===== config.mk =====
export PLATFORM = sky130hd
export DESIGN_NAME = mnist_argmax
export DESIGN_NICKNAME = d
export VERILOG_FILES = /design/src/rtl/mnist_pkg.sv /design/src/rtl/mnist_argmax_cmp.sv /design/src/rtl/mnist_argmax.sv
export SDC_FILE = /design/constraint.sdc
export NUM_CORES = 1
export LEC_CHECK = 0
export BUFFER_PORTS_ARGS = -buffer_cell sky130_fd_sc_hd__buf_4
export CAP_MARGIN = 0
export CORE_ASPECT_RATIO = 0.7
export CORE_MARGIN = 3
export CORE_UTILIZATION = 40
export DETAILED_ROUTE_END_ITERATION = 8
export PLACE_DENSITY = 0.65
export SYNTH_ARGS = -nofsm -noshare
export SYNTH_HDL_FRONTEND = slang
export SYNTH_HIERARCHICAL = 1
export SYNTH_SLANG_ARGS = --single-unit

===== constraint.sdc =====
create_clock -name clk -period 2.4 [get_ports clk]
set_input_delay 0.12 -clock clk [delete_from_list [all_inputs] [get_ports clk]]
set_output_delay 0.12 -clock clk [all_outputs]
set_load 0.02 [all_outputs]

===== src/rtl/mnist_pkg.sv =====
// mnist_pkg
// Shared constants and types for the MNIST output stages (bias/sum and argmax).
//   BIT_WIDTH_DEF   : default neuron score width
//   NUM_CLASS_DEF   : default number of output classes
//   idx_width()     : class-index width for a given class count (minimum 1)
//   argmax_state_t  : argmax FSM state encoding
//   class_idx_t     : class index at the default class count
package mnist_pkg;

  localparam int BIT_WIDTH_DEF = 8;
  localparam int NUM_CLASS_DEF = 10;

  function automatic int idx_width(input int n);
    return (n > 1) ? $clog2(n) : 1;
  endfunction

  localparam int CLASS_IDX_WIDTH = idx_width(NUM_CLASS_DEF);

  typedef enum logic {
    ACCUM = 1'b0,
    DONE  = 1'b1
  } argmax_state_t;

  typedef logic [CLASS_IDX_WIDTH-1:0] class_idx_t;

endpackage


===== src/rtl/mnist_argmax_cmp.sv =====
// argmax_cmp
// Combinational strict-greater comparator for neuron scores.
//   a, b : operands (BIT_WIDTH)
//   gt   : 1 when a > b
// Macro ARGMAX_SIGNED_EN: when defined, operands are two's complement;
// otherwise the compare is unsigned, matching the wrap-around sums upstream.
module argmax_cmp #(
  parameter int BIT_WIDTH = 8
) (
  input  logic [BIT_WIDTH-1:0] a,
  input  logic [BIT_WIDTH-1:0] b,
  output logic                 gt
);

`ifdef ARGMAX_SIGNED_EN
  assign gt = $signed(a) > $signed(b);
`else
  assign gt = a > b;
`endif

endmodule


===== src/rtl/mnist_argmax.sv =====
// mnist_argmax
// Final MNIST stage: takes NUM_CLASS scores per image in class order, tracks
// the running maximum and presents the winning class and score.
//   clk, rst             : clock, asynchronous active-high reset
//   in_valid/in_ready    : score handshake, in_data carries one score per beat
//   out_valid/out_ready  : result handshake
//   out_class, out_score : winning index and its score, held until taken
// Macro ARGMAX_SIGNED_EN selects signed comparison (inside argmax_cmp).
//
// state | meaning
// ------+-------------------------------------------------------------
// ACCUM | accepting scores, cnt = index of the next score expected
// DONE  | result presented on out_*, input stalled until out_ready
module mnist_argmax
  import mnist_pkg::*;
#(
  parameter int BIT_WIDTH = BIT_WIDTH_DEF,
  parameter int NUM_CLASS = NUM_CLASS_DEF
) (
  input  logic                                 clk,
  input  logic                                 rst,
  input  logic                                 in_valid,
  output logic                                 in_ready,
  input  logic [BIT_WIDTH-1:0]                 in_data,
  output logic                                 out_valid,
  input  logic                                 out_ready,
  output logic [idx_width(NUM_CLASS)-1:0]      out_class,
  output logic [BIT_WIDTH-1:0]                 out_score
);

  localparam int IDX_WIDTH = idx_width(NUM_CLASS);
  localparam logic [IDX_WIDTH-1:0] LAST_IDX = IDX_WIDTH'(NUM_CLASS - 1);

  argmax_state_t          state;
  logic [IDX_WIDTH-1:0]   cnt;
  logic [IDX_WIDTH-1:0]   best_idx;
  logic [BIT_WIDTH-1:0]   best_score;
  logic                   in_gt_best;
  logic                   beat;

  argmax_cmp #(
    .BIT_WIDTH (BIT_WIDTH)
  ) u_cmp (
    .a  (in_data),
    .b  (best_score),
    .gt (in_gt_best)
  );

  assign beat = in_valid && in_ready;

  // in_ready and out_valid are kept as registers mirroring the state so that
  // every port of the block is a flop output.
  always_ff @(posedge clk or posedge rst) begin
    if (rst) begin
      state      <= ACCUM;
      cnt        <= '0;
      best_idx   <= '0;
      best_score <= '0;
      in_ready   <= 1'b1;
      out_valid  <= 1'b0;
    end else begin
      case (state)
        ACCUM: begin
          if (beat) begin
            // The first score of an image always seeds the maximum, so a
            // stale best from the previous image never survives.
            if ((cnt == '0) || in_gt_best) begin
              best_score <= in_data;
              best_idx   <= cnt;
            end
            if (cnt == LAST_IDX) begin
              cnt       <= '0;
              state     <= DONE;
              in_ready  <= 1'b0;
              out_valid <= 1'b1;
            end else begin
              cnt <= cnt + 1'b1;
            end
          end
        end
        DONE: begin
          if (out_ready) begin
            state     <= ACCUM;
            in_ready  <= 1'b1;
            out_valid <= 1'b0;
          end
        end
        default: begin
          state     <= ACCUM;
          in_ready  <= 1'b1;
          out_valid <= 1'b0;
        end
      endcase
    end
  end

  assign out_class = best_idx;
  assign out_score = best_score;

endmodule


==> impl_metrics.env, run 1 <==
export IMPL_cp_num_buf_inv=2
export IMPL_synth_fp_nets=104
export IMPL_total_power_uw=1770
export IMPL_synth_adder_area_share_pct=9.77
export IMPL_antennaDiodeCount=0
export IMPL_initialDrtViolationCount=29
export IMPL_p_seq_share_pct=35.8
export IMPL_hpwlAfterDp_um=1540
export IMPL_report_final_slew_viol_count=0
export IMPL_cell_internal_pwr_uw=1060
export IMPL_hold_class="in -> async"
export IMPL_antenna_found_initial=0
export IMPL_setup_violations=0
export IMPL_avgRoutedWirePerCell_um=13.8
export IMPL_nets=134
export IMPL_start_util_pct=44.7
export IMPL_drc=0
export IMPL_slowest_delay_ns=0.36
export IMPL_tns_ns=0
export IMPL_h_tree_depth=1
export IMPL_yosysWarnings=6
export IMPL_arrival_ns=2.25
export IMPL_hold_worst_slack_ns=-0.0162
export IMPL_p_clk_share_pct=12.7
export IMPL_cts_hold_buf=0
export IMPL_swShare_pct=40.2
export IMPL_cts_root_buf="clkbuf_8"
export IMPL_grt_ovfl_total=0
export IMPL_clkSinkCount=19
export IMPL_critPathKind="reg -> reg"
export IMPL_peakVddDrop_v=0.000607
export IMPL_place_area_sq_um=1250
export IMPL_die_w_um=66.5
export IMPL_crit_chain="inv_1 > ha_1 > a21oi_1 > o21ai_0 > o22a_1 > o21ai_2 > buf_4 > mux2_2"
export IMPL_num_rows=14
export IMPL_path_clk_slew_ns=0.07
export IMPL_slowest_stage="dfrtp_1"
export IMPL_timing_fmax_ghz=0.474
export IMPL_cap_violations=0
export IMPL_num_fill_cells=201
export IMPL_avgSynthCellArea_sq_um=12.2
export IMPL_grt_first_pass_wirelength_um=3450
export IMPL_routabilityCongestion=0.770
export IMPL_postSynthCellCount=84
export IMPL_core_area_sq_um=2290
export IMPL_synthMuxAreaShare_pct=11.0
export IMPL_clk_latency_ns=0.26
export IMPL_powerDensity_nw_per_um2=1370
export IMPL_rsz0062_at_grt="no"
export IMPL_vias=716
export IMPL_crit_fanout=5
export IMPL_synthDominantCellAreaShare_pct=44.0
export IMPL_ant_nets=0
export IMPL_end_kind="flop"
export IMPL_power_frac_comb_pct=51.5
export IMPL_synth_cell_types=31
export IMPL_ios=26
export IMPL_cts_resized=0
export IMPL_violations="negative hold slack"
export IMPL_cts_made_buffers=3
export IMPL_die_y_um=48.3
export IMPL_skew_ns=0.00255
export IMPL_start_kind="flop"
export IMPL_worst_path_stages=8
export IMPL_layout_area_overhead_vs_synth_pct=26.4
export IMPL_synth_xor_area_share_pct=1.71
export IMPL_synth_largest_area_cell="dfrtp_1"
export IMPL_outcome="finished with violations"
export IMPL_grtUsageTotal_pct=14.2
export IMPL_dieArea_sq_um=3210
export IMPL_synth_seq_cells=19
export IMPL_syn_area_sq_um=1020
export IMPL_portBuffers=25
export IMPL_hold_viol_final=18
export IMPL_synth_compound_area_share_pct=15.6
export IMPL_layout_drive_gt1_share_pct=41.6
export IMPL_ys_seq_area_share_pct=46.5
export IMPL_grt_pass1_vias=728
export IMPL_switchingPower_uw=714
export IMPL_synth_simple_gate_area_share_pct=9.52
export IMPL_cts_buffer_depth=2
export IMPL_cts_setup_buffers=0
export IMPL_power_leakage_uw=0.000649
export IMPL_reg2reg_depth=8
export IMPL_required_ns=2.54
export IMPL_slew_headroom_pct=50.5
export IMPL_grt_max_degree=20
export IMPL_fin_util_pct=56.4
export IMPL_min_period_ns=2.11
export IMPL_synth_top_family_by_area="compound AO/OA/AOI/OAI gates"
export IMPL_cp_top_family="compound AO/OA/AOI/OAI gates"
export IMPL_via_per_inst=4.94
export IMPL_finalCritPeriodShare_pct=87.9
export IMPL_final_cell_area_sq_um=1290
export IMPL_cts_tree="built"
export IMPL_totalWireLength_um=2000
export IMPL_first_pass_iters=4
export IMPL_worstMarginPinSlew_ns=0.742
export IMPL_ys_top_cells_by_area="dfrtp_1 44%, ha_1 9.8%, mux2_4 8.8%"
-- cells in the mapped netlist --
cell and instances:
buf_6 1, a21oi_2 1, dfstp_2 1, and3b_1 1, nand4_1 1, ha_1 8
buf_4 1, nand2b_1 2, a41oi_1 1, nand4b_1 1, nor4_2 1, o21ai_0 3
a21oi_1 5, a31oi_1 1, nor2b_4 1, nor2_1 1, o211ai_2 1, o32ai_1 1
inv_1 11, a21o_1 1, xor2_1 2, mux2_2 2, nand4_2 1, nor3b_1 1
nand2_1 3, a22o_2 1, a32o_1 4, dfrtp_1 18, o21ai_2 1, mux2_4 6
o22a_1 1
-- layout by cell type, fill, tap and decap left out, drive strengths merged --
master,count
nand4,2
nor2,1
o21ai,4
clkinv,1
a41oi,1
nor3b,1
a21o,1
nor4,1
dfstp,1
o211ai,1
and3b,1
a31oi,1
nand4b,1
nor2b,1
xor2,2
ha,8
mux2,8
nand2b,2
a21oi,6
o32ai,1
clkbuf,3
buf,27
inv,11
o22a,1
dfrtp,18
nand2,3
a22o,1
a32o,4
-- worst paths after layout --
check                                         start                  endpoint  slack [ns]
max in group asynchronous                       rst  out_score[6]$_DFFE_PP0P_        1.94
min reg2reg                out_class[2]$_DFFE_PP0P_  out_class[2]$_DFFE_PP0P_        0.52
max reg2reg                out_score[7]$_DFFE_PP0P_  out_score[6]$_DFFE_PP0P_        0.29
min in group clk                          out_ready     out_valid$_DFFE_PP0P_        0.05
min                                             rst  out_score[0]$_DFFE_PP0P_       -0.02
max                        out_score[7]$_DFFE_PP0P_  out_score[6]$_DFFE_PP0P_        0.29
-- through the flow --
stage | hold slack [ns] | instances | worst slack, ns
4_1_cts | 0.00992 | 145 | 0.298
3_5_place_dp | 0.307 | 141 | 0.312
2_1_floorplan | 0.0704 | 84 | 0.284
6_report | -0.0162 | 145 | 0.291
3_3_place_gp | 0.306 | 141 | 0.388
5_1_grt | 0.0495 | 145 | 0.160
-- per-layer routing --
metal	track usage (%)	routed length, um	vias up
met4	2.03	16	0
met1	20.5	1020	335
met3	5.56	94	2
met2	20.4	870	18
met5	0	0	-
li1	-	-	361
-- worst register-to-register path, cell delays in order, from the launching register on --
cell and delay (ns):
dfrtp_1 0.36, inv_1 0.05, ha_1 0.32, a21oi_1 0.17
o21ai_0 0.13, o22a_1 0.27, o21ai_2 0.18, buf_4 0.18
mux2_2 0.34
-- registers in the layout, indices dropped and copies added (netlist names) --
name       flops
cnt            4
in_ready       1
out_class      4
out_score      8
out_valid      1
state          1
-- cell families after synthesis --
kind of cell / after synthesis
multiplexers: 8
adder cells (fa/ha/maj): 8
buffers and inverters: 13
AND/OR/NAND/NOR: 13
XOR/XNOR: 2
flip-flops: 19
AO/OA/AOI/OAI: 21
-- power groups by stage --
| stage | sequential, uW | combinational (uW) | clock, uW |
|---|---|---|---|
| 2_1_floorplan | 749 | 501 | 0 |
| 3_3_place_gp | 633 | 914 | 0 |
| 3_5_place_dp | 640 | 926 | 0 |
| 4_1_cts | 636 | 928 | 235 |
| 5_1_grt | 663 | 1010 | 253 |
| 6_report | 635 | 914 | 225 |
-- cell type report --
cell class | count | area, sq um | share of cell area [%]
Multi-Input combinational cell | 52 | 488 | 37.7
Sequential cell | 19 | 477 | 36.8
Timing Repair Buffer | 27 | 203 | 15.7
Clock buffer | 3 | 41.3 | 3.19
Inverter | 11 | 41.3 | 3.19
Tap cell | 32 | 40.0 | 3.09
Clock inverter | 1 | 5.00 | 0.386
No activity file was read; power rests on OpenSTA's default activity.
==> run 2, diff against run 1 <==
CELL_PAD_IN_SITES_DETAIL_PLACEMENT = 1   (was default)
CELL_PAD_IN_SITES_GLOBAL_PLACEMENT = 1   (was default)
PLACE_DENSITY = 0.79   (was 0.65)
==> run 2 against run 1 <==
  * Register-to-register slack worse by 0.07 ns
  * Largest cell class unchanged
  * Largest power group unchanged
  * Routed wire length up 19%
  * Clock skew about the same
  * Sequential power up 2%
  * Clock-buffer cell count up 1
  * The run still ends with negative hold slack left
  * Critical endpoint unchanged
  * Highest routed layer unchanged
  * Flip-flop and latch count unchanged
  * Critical path type unchanged
==> impl_metrics.env, run 2 (synthesis gave the netlist of run 1 again) <==
export IMPL_worstMarginPinSlew_ns=0.745
export IMPL_ant_nets=0
export IMPL_drc=0
export IMPL_grtUsageTotal_pct=17.1
export IMPL_hpwlAfterDp_um=1890
export IMPL_power_frac_comb_pct=52.2
export IMPL_hold_viol_final=10
export IMPL_hold_class="in -> async"
export IMPL_crit_fanout=7
export IMPL_antennaDiodeCount=0
export IMPL_worst_path_stages=8
export IMPL_path_clk_slew_ns=0.07
export IMPL_clk_latency_ns=0.25
export IMPL_h_tree_depth=1
export IMPL_dieArea_sq_um=3210
export IMPL_mostFrequentLayoutCells="27 x buf_4, 18 x dfrtp_1, 11 x inv_1"
export IMPL_grt_ovfl_total=0
export IMPL_swShare_pct=41.2
export IMPL_switchingPower_uw=746
export IMPL_skew_ns=0.00247
export IMPL_via_per_inst=5.40
export IMPL_tns_ns=0
export IMPL_layout_area_overhead_vs_synth_pct=26.3
export IMPL_routabilityCongestion=0.696
export IMPL_antenna_found_initial=0
export IMPL_r2r_end="out_score[6]$_DFFE_PP0P_"
export IMPL_power_leakage_uw=0.000646
export IMPL_finalCritPeriodShare_pct=90.9
export IMPL_hold_worst_slack_ns=-0.00325
export IMPL_cts_buffer_depth=2
export IMPL_reg2reg_depth=8
export IMPL_p_seq_share_pct=35.7
export IMPL_report_final_slew_viol_count=0
export IMPL_p_clk_share_pct=12.1
export IMPL_setup_violations=0
export IMPL_cell_internal_pwr_uw=1070
export IMPL_avgRoutedWirePerCell_um=16.4
export IMPL_start_kind="flop"
export IMPL_end_kind="flop"
export IMPL_layout_drive_gt1_share_pct=40.7
export IMPL_die_y_um=48.3
export IMPL_powerDensity_nw_per_um2=1400
export IMPL_slowest_stage="dfrtp_1"
export IMPL_crit_chain="inv_1 > ha_1 > a21oi_1 > a21oi_2 > o22a_1 > o21ai_2 > buf_4 > mux2_2"
export IMPL_ios=26
export IMPL_largest_reg_flops=8
export IMPL_first_pass_iters=5
export IMPL_nets=134
export IMPL_cts_root_buf="clkbuf_8"
export IMPL_portBuffers=25
export IMPL_vias=783
export IMPL_grt_first_pass_wirelength_um=4250
export IMPL_slowest_delay_ns=0.39
export IMPL_cts_tree="built"
export IMPL_grt_pass1_vias=859
export IMPL_initialDrtViolationCount=12
export IMPL_violations="negative hold slack"
export IMPL_totalWireLength_um=2380
export IMPL_r2r_start="out_score[3]$_DFFE_PP0P_"
export IMPL_cts_hold_buf=0
export IMPL_min_period_ns=2.18
export IMPL_grt_max_degree=20
export IMPL_num_rows=14
export IMPL_arrival_ns=2.32
export IMPL_regToRegSetupSlack_ns=0.22
export IMPL_start_util_pct=44.7
export IMPL_die_w_um=66.5
export IMPL_crit_end="out_score[6]$_DFFE_PP0P_"
export IMPL_outcome="finished with violations"
export IMPL_cts_setup_buffers=0
export IMPL_peakVddDrop_v=0.000510
export IMPL_cp_top_family="compound AO/OA/AOI/OAI gates"
export IMPL_cts_made_buffers=3
export IMPL_fin_util_pct=56.4
export IMPL_slew_headroom_pct=50.3
export IMPL_timing_fmax_ghz=0.458
export IMPL_core_area_sq_um=2290
export IMPL_cts_resized=0
export IMPL_cap_violations=0
export IMPL_critPathKind="reg -> reg"
export IMPL_crit_path_start="out_score[3]$_DFFE_PP0P_"
export IMPL_clkSinkCount=19
export IMPL_final_common_cell="buf_4"
export IMPL_cp_num_buf_inv=2
export IMPL_required_ns=2.54
export IMPL_rsz0062_at_grt="no"
-- run 2: per-stage QoR --
stage	setup WS, ns	instance area, sq um	hold slack, ns	cells	power, uW
5_1_grt	0.0832	1290	0.0419	145	1970
4_1_cts	0.229	1290	0.0159	145	1840
2_1_floorplan	0.284	1020	0.0704	84	1250
3_5_place_dp	0.249	1250	0.291	141	1600
3_3_place_gp	0.374	1250	0.295	141	1540
6_report	0.217	1290	-0.00325	145	1810
-- run 2: layout make-up --
class	instances	area, sq um
sequential	19	477
clock buffer	4	45.0
fill	253	1000
tap	32	40.0
timing repair buffer	27	203
multi-input combinational	52	488
inverter	11	41.3
-- run 2: worst min-delay path by stage --
stage                     from                       end  slack [ns]
final                      rst  out_score[6]$_DFFE_PP0P_      -0.003
after global placement     rst  out_score[5]$_DFFE_PP0P_        0.30
after floorplan            rst        cnt[0]$_DFFE_PP0P_        0.07
after global routing       rst  out_score[7]$_DFFE_PP0P_        0.04
after detailed placement   rst  out_score[5]$_DFFE_PP0P_        0.29
after CTS                  rst  out_score[7]$_DFFE_PP0P_        0.02
-- run 2: per-layer routing --
metal,wire length [um],track usage (%),vias up
met5,0,0,-
met4,36,4.39,0
li1,-,-,363
met2,1150,27.0,20
met3,120,4.86,6
met1,1070,22.8,394
-- run 2: power groups by stage --
stage	sequential, uW	combinational (uW)	clock, uW
after floorplan	749	501	0
after global placement	633	912	0
after detailed placement	650	951	0
after CTS	649	958	229
after global routing	677	1040	244
final	647	946	219
